File: src/rtl/pc_fetch_unit.sv
// pc_fetch_unit
// Instruction-fetch stage sitting directly upstream of the control unit.
// It owns the program counter, fetches one instruction word at a time over a
// req/ack handshake, holds the returned word on instr until downstream takes
// it, and then steps the PC using the branch decision returned for that word.
//
// Ports
//   clk          system clock, all state on the rising edge
//   rst          asynchronous active-high reset
//   imem_req     fetch request to instruction memory (high only in REQ)
//   imem_addr    fetch address, always equal to PC
//   imem_ack     memory presents imem_rdata this cycle
//   imem_rdata   fetched instruction word
//   instr        held instruction, NOP_INSTR whenever nothing valid is held
//   instr_valid  instr is valid (high only in HOLD)
//   instr_ready  downstream consumes instr this cycle
//   PCsrc        branch taken for the instruction being consumed
//   ImmOp        sign-extended branch offset for that instruction
//   PC           address of the current / held instruction
//   fault        sticky flag: a misaligned next PC was produced
//   fetch_count  number of instructions consumed (wraps)
//
// Every output is a register or a decode of the state register, so there is
// no combinational path from instr_ready / PCsrc / ImmOp to any output.

module pc_fetch_unit #(
    parameter int                    ADDR_WIDTH = 32,
    parameter logic [ADDR_WIDTH-1:0] RESET_PC   = '0,
    parameter logic [31:0]           NOP_INSTR  = 32'h0000_0013
) (
    input  logic                  clk,
    input  logic                  rst,
    output logic                  imem_req,
    output logic [ADDR_WIDTH-1:0] imem_addr,
    input  logic                  imem_ack,
    input  logic [31:0]           imem_rdata,
    output logic [31:0]           instr,
    output logic                  instr_valid,
    input  logic                  instr_ready,
    input  logic                  PCsrc,
    input  logic [ADDR_WIDTH-1:0] ImmOp,
    output logic [ADDR_WIDTH-1:0] PC,
    output logic                  fault,
    output logic [31:0]           fetch_count
);

    typedef enum logic [1:0] {
        BOOT  = 2'd0,
        REQ   = 2'd1,
        HOLD  = 2'd2,
        FAULT = 2'd3
    } state_t;

    state_t                state_q, state_d;
    logic [ADDR_WIDTH-1:0] pc_q, pc_d;
    logic [31:0]           instr_q, instr_d;
    logic                  fault_q, fault_d;
    logic [31:0]           count_q, count_d;
    logic [ADDR_WIDTH-1:0] next_pc;

    // Two's-complement addition is sign-agnostic, so a negative ImmOp simply
    // wraps modulo 2^ADDR_WIDTH; no overflow is flagged.
    function automatic logic [ADDR_WIDTH-1:0] step_pc(
        input logic [ADDR_WIDTH-1:0] pc,
        input logic                  taken,
        input logic [ADDR_WIDTH-1:0] imm
    );
        logic signed [ADDR_WIDTH-1:0] imm_s;
        imm_s = imm;
        if (taken)
            return pc + imm_s;
        else
            return pc + ADDR_WIDTH'(4);
    endfunction

    // Only meaningful in HOLD; the FSM ignores it in every other state.
    assign next_pc = step_pc(pc_q, PCsrc, ImmOp);

    always_ff @(posedge clk or posedge rst) begin
        if (rst) begin
            state_q <= BOOT;
            pc_q    <= RESET_PC;
            instr_q <= NOP_INSTR;
            fault_q <= 1'b0;
            count_q <= '0;
        end else begin
            state_q <= state_d;
            pc_q    <= pc_d;
            instr_q <= instr_d;
            fault_q <= fault_d;
            count_q <= count_d;
        end
    end

    always_comb begin
        state_d = state_q;
        pc_d    = pc_q;
        instr_d = instr_q;
        fault_d = fault_q;
        count_d = count_q;
        case (state_q)
            // One idle cycle after reset; a late ack from before reset lands
            // here and is dropped.
            BOOT: state_d = REQ;
            REQ: begin
                if (imem_ack) begin
                    instr_d = imem_rdata;
                    state_d = HOLD;
                end
            end
            HOLD: begin
                if (instr_ready) begin
                    count_d = count_q + 32'd1;
                    instr_d = NOP_INSTR;
                    pc_d    = next_pc;
                    if (next_pc[1:0] != 2'b00) begin
                        fault_d = 1'b1;
                        state_d = FAULT;
                    end else begin
                        state_d = REQ;
                    end
                end
            end
            // Terminal until reset; PC keeps the offending address.
            FAULT: state_d = FAULT;
            default: state_d = BOOT;
        endcase
    end

    assign imem_req    = (state_q == REQ);
    assign instr_valid = (state_q == HOLD);
    assign imem_addr   = pc_q;
    assign PC          = pc_q;
    assign instr       = instr_q;
    assign fault       = fault_q;
    assign fetch_count = count_q;

endmodule

File: config.mk
export PLATFORM = sky130hd
export DESIGN_NAME = pc_fetch_unit
export DESIGN_NICKNAME = d
export VERILOG_FILES = /design/src/rtl/pc_fetch_unit.sv
export SDC_FILE = /design/constraint.sdc
export NUM_CORES = 1
export LEC_CHECK = 0
export CORE_UTILIZATION = 37
export DETAILED_ROUTE_END_ITERATION = 8
export HOLD_SLACK_MARGIN = 0.03
export MAX_ROUTING_LAYER = met4
export PLACE_DENSITY_LB_ADDON = 0.05
export SLEW_MARGIN = 10
export SYNTH_ARGS = -nofsm -noshare
export SYNTH_HDL_FRONTEND = slang
export SYNTH_SLANG_ARGS = --single-unit
File: constraint.sdc
create_clock -name clk -period 3.85 [get_ports clk]
set_input_delay 0.77 -clock clk [delete_from_list [all_inputs] [get_ports clk]]
set_output_delay 0.77 -clock clk [all_outputs]
set_load 0.1 [all_outputs]
# After elaboration in Yosys (flattened, before gate mapping)
# Cells that the tools add are included.
dict set report word_totals {
  reg_bits 99
  input_bits 69
  out_inout_bits 131
  word_cells 28
}
dict set report op_classes {
  n_addsub 3
  n_eq_ne 5
  muxes 8
  reduce_logical 7
}
# op count
set op_table {}
lappend op_table {{32-bit two-way mux} 3}
lappend op_table {{32-bit case mux with 2 select lines} 1}
lappend op_table {{32-bit by 1-bit adder with 32-bit output (second input constant)} 1}
lappend op_table {{32-bit by 3-bit adder with 32-bit output (second input constant)} 1}
lappend op_table {{32-bit adder} 1}
lappend op_table {{2-bit case mux with 4 select lines} 1}
lappend op_table {{2-bit two-way mux} 3}
lappend op_table {{3-bit AND reduction} 2}
lappend op_table {{2-bit == test (second input constant)} 2}
lappend op_table {{2-bit by 1-bit inequality test with 1-bit output (second input constant)} 2}
lappend op_table {{2-bit AND reduction} 2}
lappend op_table {{2-bit nonzero test} 2}
lappend op_table {{2-bit by 1-bit == test with 1-bit output (second input constant)} 1}
lappend op_table {{2-bit logical NOT} 1}

# Longest topological paths before layout
# Gate-level depths: netlist (run 1).
dict set report depth {
  word_depth 6
  ltp_mapped 11
}

# Worst setup path before layout (run 1)
# OpenSTA, ideal clock, no wires.
dict set report synth_timing {
  path_kind {reg2reg}
  from {register pc_q[0], in the netlist PC[0]}
  to {register pc_q[24], in the netlist PC[24]}
  setup_ns 0.137
  t_arrival_ns 3.186
  required_time_ns 3.713
  path_slack_ns 0.528
  path_stages_with_launch 12
  n_path_buf 0
  period_less_slack_ns 3.322
  path_cell_list {dfrtp_1 ha_1 fa_1 a211oi_1 o21ai_0 a211oi_2 o31ai_2 a221o_1 a21oi_1 o21ai_1 xnor2_1 a21oi_1}
}
dict set report synth_between {
  elab_chain_cells 2
  word_cells_on_any_way 3
  cone_classes {add/sub: 2; mux: 1}
}
# element line
set synth_lines {}
lappend synth_lines {{start, declared} 55} ;# logic [ADDR_WIDTH-1:0] pc_q, pc_d;
lappend synth_lines {{start signal, assigned} 88} ;# pc_q <= pc_d;
lappend synth_lines {{32-bit by 3-bit adder with 32-bit output or 32-bit adder (tied branches)} {73, 71}}
lappend synth_lines {{32-bit two-way mux (*)} 70} ;# if (taken)
# Mark *: on every way between the ends. The rest lies on a longest branch, timed or not.
# A chain may end at the register's enable or synchronous reset.

# Worst setup path after layout (run 1)
dict set report layout_timing {
  from {input port ImmOp[1]}
  to {register pc_q[31], in the netlist PC[31]}
}
dict set report layout_between {
  elab_chain_cells 2
}
# element line
set layout_lines {}
lappend layout_lines {{start, declared} 41} ;# input logic [ADDR_WIDTH-1:0] ImmOp,
lappend layout_lines {{32-bit adder} 71} ;# return pc + imm_s;
lappend layout_lines {{32-bit two-way mux} 70}
# Every way passes these cells.

==> results of run 1 <==
registers in the layout, indices dropped and copies added (netlist names):
name         flops
fault            1
fetch_count     32
state_q          2
instr           32
PC              32
layer usage:
metal  vias to the layer above  global-route usage
li1                       2852                   -
met5                         -                   -
met4                         0             0.06367
met1                      2882              0.2765
met3                        23             0.02797
met2                       174              0.3388
cell type report:
cell class,count,area (um^2),share of cell area
multi-input cells,521,3581,0.4073
flip-flops and latches,99,2481,0.2822
repair buffers,211,2090,0.2377
well taps,225,281.5,0.03202
clock buffers,10,239.0,0.02718
inverters,17,66.31,0.007542
clock inverters,6,53.80,0.006119
report_power, final:
group	total (mW)	internal, mW	switching [mW]
registers	1.24	1.16	0.0848
logic	1.59	0.428	1.17
clock network	0.911	0.469	0.442
cell usage after synthesis, types with 5 or more instances:
library cell,count
nand4_1,19
and4_1,8
xnor2_1,38
mux2i_1,6
nand2_1,53
dfrtp_1,96
o21a_1,8
a31oi_1,5
nand3_1,27
o21ai_0,27
mux2_2,5
o22ai_1,17
nor3_1,17
inv_1,17
and2_1,6
a21o_1,15
nor2_1,44
a22o_1,29
ha_1,33
buf_4,33
nand2b_1,7
and3_1,15
clkbuf_1,25
o21bai_1,7
xor2_1,16
a21oi_1,56
worst max-delay path by stage:
stage                         from      to  depth (start not counted)
after floorplan                rst   PC[0]                          1
after global placement    ImmOp[0]  PC[24]                         12
after detailed placement  ImmOp[0]  PC[24]                         12
after CTS                 ImmOp[0]  PC[24]                         12
after global routing      ImmOp[1]  PC[31]                         11
final                     ImmOp[1]  PC[31]                         11
kinds of logic after synthesis:
group,count (synthesis),share of synthesized area
and+or+nand+nor,221,0.1796
buffers and inverters,78,0.06560
adders and majority gates,34,0.06676
xor gates and xnor gates,54,0.07293
AOI/OAI and AO/OA,201,0.2146
DFF,99,0.3826
muxes,11,0.01794
critical path: stages:
cell             delay, ps
clkdlybuf4s50_1        480
ha_1                   310
a21oi_1                 80
nand4b_1               270
a2111oi_4              460
a2111oi_4              150
a21oi_2                250
a21o_1                 270
a2111oi_0              150
a211oi_1               260
o311ai_0               200
stage by stage:
step | hold slack, ps | std cells | utilization
after floorplan | 498.7 | 698 | -
final | 459.0 | 1089 | 0.5119
after CTS | 463.9 | 1089 | 0.5119
after global placement | 444.6 | 1073 | 0.4948
after global routing | 486.7 | 1089 | 0.5119
after detailed placement | 447.7 | 1073 | 0.4948
==> flow_summary.yaml, run 1 <==
logic_synthesis:
  synth_edf_count: 0
  synth_area_leaders: "dfrtp_1 (37%), ha_1 (6.4%), xnor2_1 (5.1%)"
  synth_nets: 801
  netlist.top_cell.by_area: "dfrtp_1"
  async_flop_share: 1.000
  syn-instance-count: 698
  synthFlopType: "dfrtp_1"
  ys_seq_area_frac: 0.3826
  synth.top_cell.area_share: 0.3704
  syn_avg_cell_area_um2: 9.291
  ys_seq_elements: 99
  netlist_area_um2: 6485
  synth_cell_types: 72
  yosys_warnings: 0
timing:
  skew_ps: 8.652
  relSlewSlack: 0.3208
  hold_viol: 0
  fin_crit_ps: 3465
  tightest_slew_ps: 1016
  grt_setup_unrepaired: "false"
  finalSetupTns_ps: 0
  setup_slack_ps: 385.3
  fmax_mhz: 288.6
  setup_viol: 0
  timing.final.crit_share: 0.8999
  finalMaxSlewViolations: 0
clocking:
  postCtsSetupBuffers: 0
  cts_buffers: 9
  cts_root_buffer: "clkbuf_16"
  tritoncts: "yes"
  cts_resized: 0
  clk_latency_ps: 350
  cts_hold_buf: 0
  cts.path.max_buffers: 2
  htreeDepth: 3
  path_clk_slew_ps: 70
  cts.sinks: 99
route:
  first_iter_violations: 327
  drt-met1-wl_mm: 8.537
  highest_layer: "met4"
  firstDrtPassIters: 5
  ant_nets: 0
  num_vias: 5931
  drt-total-wl_mm: 18.63
  drc_errors: 0
  via_per_inst: 5.446
  wl_per_cell_um: 17.11
  wl_met2_mm: 8.981
  routed-wl-met3_um: 791
critical_path:
  rrSetupSlack_ps: 760
  r2r_cells: 11
  r2r_start: "PC[0]"
  crit_required_ps: 4040
  r2r-end: "PC[24]"
  startpoint_type: "input pin"
  crit_arrival_ps: 3660
  cp-end-kind: "register"
  cp_max_fo: 5
  path_class: "in2reg"
job:
  cap_viol_max_count: 0
final_layout:
  layout_common_cells: "clkdlybuf4s50_1 (197), dfrtp_1 (96), a21oi_1 (56)"
  nets: 962
  synthToLayoutAreaGrowth_pct: 35.58
  n_antenna_cell: 0
  finalInstanceArea_um2: 8792
  final_common_cell: "clkdlybuf4s50_1"
  drive_above_1_share: 0.07060
  fillCellCount: 1588
grt:
  grtUsageTotal: 0.2109
  antenna_found_initial: 0
  grt_pass1_wl_mm: 29.39
  grt_pass1_vias: 5606
  grt_max_degree: 59
  grt_overflow: 0
outcome:
  status: "finished, final reports clean"
hold_path:
  whs_path_depth: 1
  min_from: "fault"
  hold_class: "reg2reg"
  hold_path_end: "fault"
placed_design:
  io_buffers: 199
  place_ws_ps: 54.46
  post-dp-hpwl_mm: 13.75
  place_area_um2: 8499
  gp_congestion: 0.8764
die:
  die_y_um: 134.4
  ioPinCount: 200
  row_count: 48
  dieArea_um2: 18060
  die_width_um: 134.4
  start_util: 0.3775
  core_um2: 17180
power_and_ir_drop:
  powerDensity_nw_per_um2: 426.4
  ir_drop_v: 0.0004003
  power_mw: 3.749
  p_leak_nw: 3.818
Power figures use the tool's default switching activity.
==> inputs of run 2 (changes only) <==
TNS_END_PERCENT = 20   (was not set)
==> results of run 2 <==
Final layout, timing and power as in run 1 (identical DEF).
==> inputs of run 3 (changes only) <==
CTS_CLUSTER_SIZE = 30   (was not set)
GPL_TIMING_DRIVEN = 0   (was not set)
==> flow_summary.yaml, run 3 (synthesis gave the netlist of run 1 again) <==
power_and_ir_drop:
  total_switching_power_mw: 1.689
  power.switching_fraction: 0.4442
  powerDensity_nw_per_um2: 418.5
  clkPwrFrac: 0.249
  comb_power_share: 0.423
  p_seq_frac: 0.328
  p_leak_nw: 3.974
  power.internal_mw: 2.113
  ir_drop_v: 0.0004408
clocking:
  htreeDepth: 3
  cts_root_buffer: "clkbuf_16"
  cts_resized: 0
  tritoncts: "yes"
  cts_hold_buf: 0
  postCtsSetupBuffers: 0
  cts.sinks: 99
  cts_buffers: 9
  clk_latency_ps: 350
  cts.path.max_buffers: 2
  path_clk_slew_ps: 70
die:
  core_um2: 17180
  die_width_um: 134.4
  dieArea_um2: 18060
  ioPinCount: 200
  start_util: 0.3775
  row_count: 48
  die_y_um: 134.4
placed_design:
  io_buffers: 198
  place_area_um2: 8781
  placedCellCount: 1122
  place_ws_ps: -202.6
  post-dp-hpwl_mm: 14.04
  gp_congestion: 0.9002
route:
  ant_nets: 0
  via_per_inst: 5.356
  drc_errors: 0
  drt-total-wl_mm: 18.73
  num_vias: 6095
  firstDrtPassIters: 5
  wl_per_cell_um: 16.46
  first_iter_violations: 309
critical_path:
  startpoint_type: "input pin"
  cp_max_fo: 3
  crit_family: "compound AO/OA/AOI/OAI gates"
  cpPeakStageDelay_ps: 440
  cp-end-kind: "register"
  cp_slowest_cell: "fa_1"
  path_buf_inv: 1
  crit_required_ps: 4050
  crit_arrival_ps: 3920
  crit_chain: "clkdlybuf4s50_1 -> ha_1 -> fa_1 -> a211oi_1 -> o21ai_0 -> a211oi_2 -> o31ai_2 -> a221o_1 -> a21oi_1 -> xor2_1 -> o221ai_1"
  path_class: "in2reg"
final_layout:
  regArea_um2: 2481
  drive_above_1_share: 0.08872
  multiInputGateArea_um2: 3582
  nets: 1011
  n_antenna_cell: 0
  synthToLayoutAreaGrowth_pct: 40.09
  post-route-util: 0.5289
  fin_cells: 1138
  fillCellCount: 1582
  layout_common_cells: "clkdlybuf4s50_1 (198), dfrtp_1 (96), a21oi_1 (55)"
  finalInstanceArea_um2: 9085
  final_common_cell: "clkdlybuf4s50_1"
timing:
  relSlewSlack: 0.3166
  skew_ps: 10.16
  timing.final.crit_share: 0.9642
  setup_viol: 0
  hold_viol: 0
  fin_crit_ps: 3712
  setup_slack_ps: 138.0
  grt_setup_unrepaired: "true"
  fmax_mhz: 269.4
  tightest_slew_ps: 1022
  finalMaxSlewViolations: 0
grt:
  grt_max_degree: 54
  grt_pass1_wl_mm: 30.22
  grtUsageTotal: 0.2178
  antenna_found_initial: 0
  grt_overflow: 0
  grt_pass1_vias: 5837
outcome:
  status: "finished, final reports clean"
hold_path:
  hold_class: "reg2reg"
job:
  cap_viol_max_count: 0
-- run 3: cell count changes in the layout (fill, tap and decap cells not counted), sizes merged --
cell / change
inv: +1
bufinv: +1
clkinv: -2
buf: +23
clkinvlp: -1
clkbuf: +26
clkdlybuf4s50: +1
-- run 3: layout make-up --
type                            count  area share
Buffer                             61     0.03980
Clock buffer                       11     0.02562
Clock inverter                      5    0.007437
Inverter                           17    0.007575
Multi-Input combinational cell    521      0.3943
Sequential cell                    99      0.2731
Tap cell                          225     0.03099
Timing Repair Buffer              199      0.2212
-- run 3: power by group through the flow --
stage / registers (mW) / logic, mW / clock network [mW]
global placement: 1.26 / 1.60 / 0
CTS: 1.25 / 1.61 / 0.980
floorplan: 2.08 / 0.367 / 0
detailed placement: 1.26 / 1.61 / 0
finish: 1.25 / 1.61 / 0.948
global route: 1.26 / 1.67 / 1.02
-- run 3: worst paths after layout --
path / startpoint / end / slack (ps) / depth (start not counted)
max: ImmOp[0] / PC[20] / 140 / 11
min: fault / fault / 470 / 1
max reg2reg: PC[0] / PC[20] / 480 / 10
min reg2reg: fault / fault / 470 / 1
max in group asynchronous: rst / instr[0] / 2380 / 3
min in group asynchronous: rst / fetch_count[25] / 810 / 2
-- run 3: per-stage QoR --
step | hold WS [ps] | setup TNS (ps) | total power, mW
3_3_place_gp | 444.4 | -113950 | 2.857
3_5_place_dp | 447.4 | -687.2 | 2.873
6_report | 470.2 | 0 | 3.802
4_1_cts | 472.7 | 0 | 3.841
5_1_grt | 484.8 | -17.54 | 3.948
2_1_floorplan | 498.7 | 0 | 2.450
-- run 3: layer usage --
metal / part of all wire / vias up / track usage
li1: - / 2959 / -
met1: 0.46 / 2917 / 0.2866
met2: 0.48 / 197 / 0.3443
met3: 0.053 / 22 / 0.04384
met4: 0.0084 / 0 / 0.05056
met5: 0 / - / -
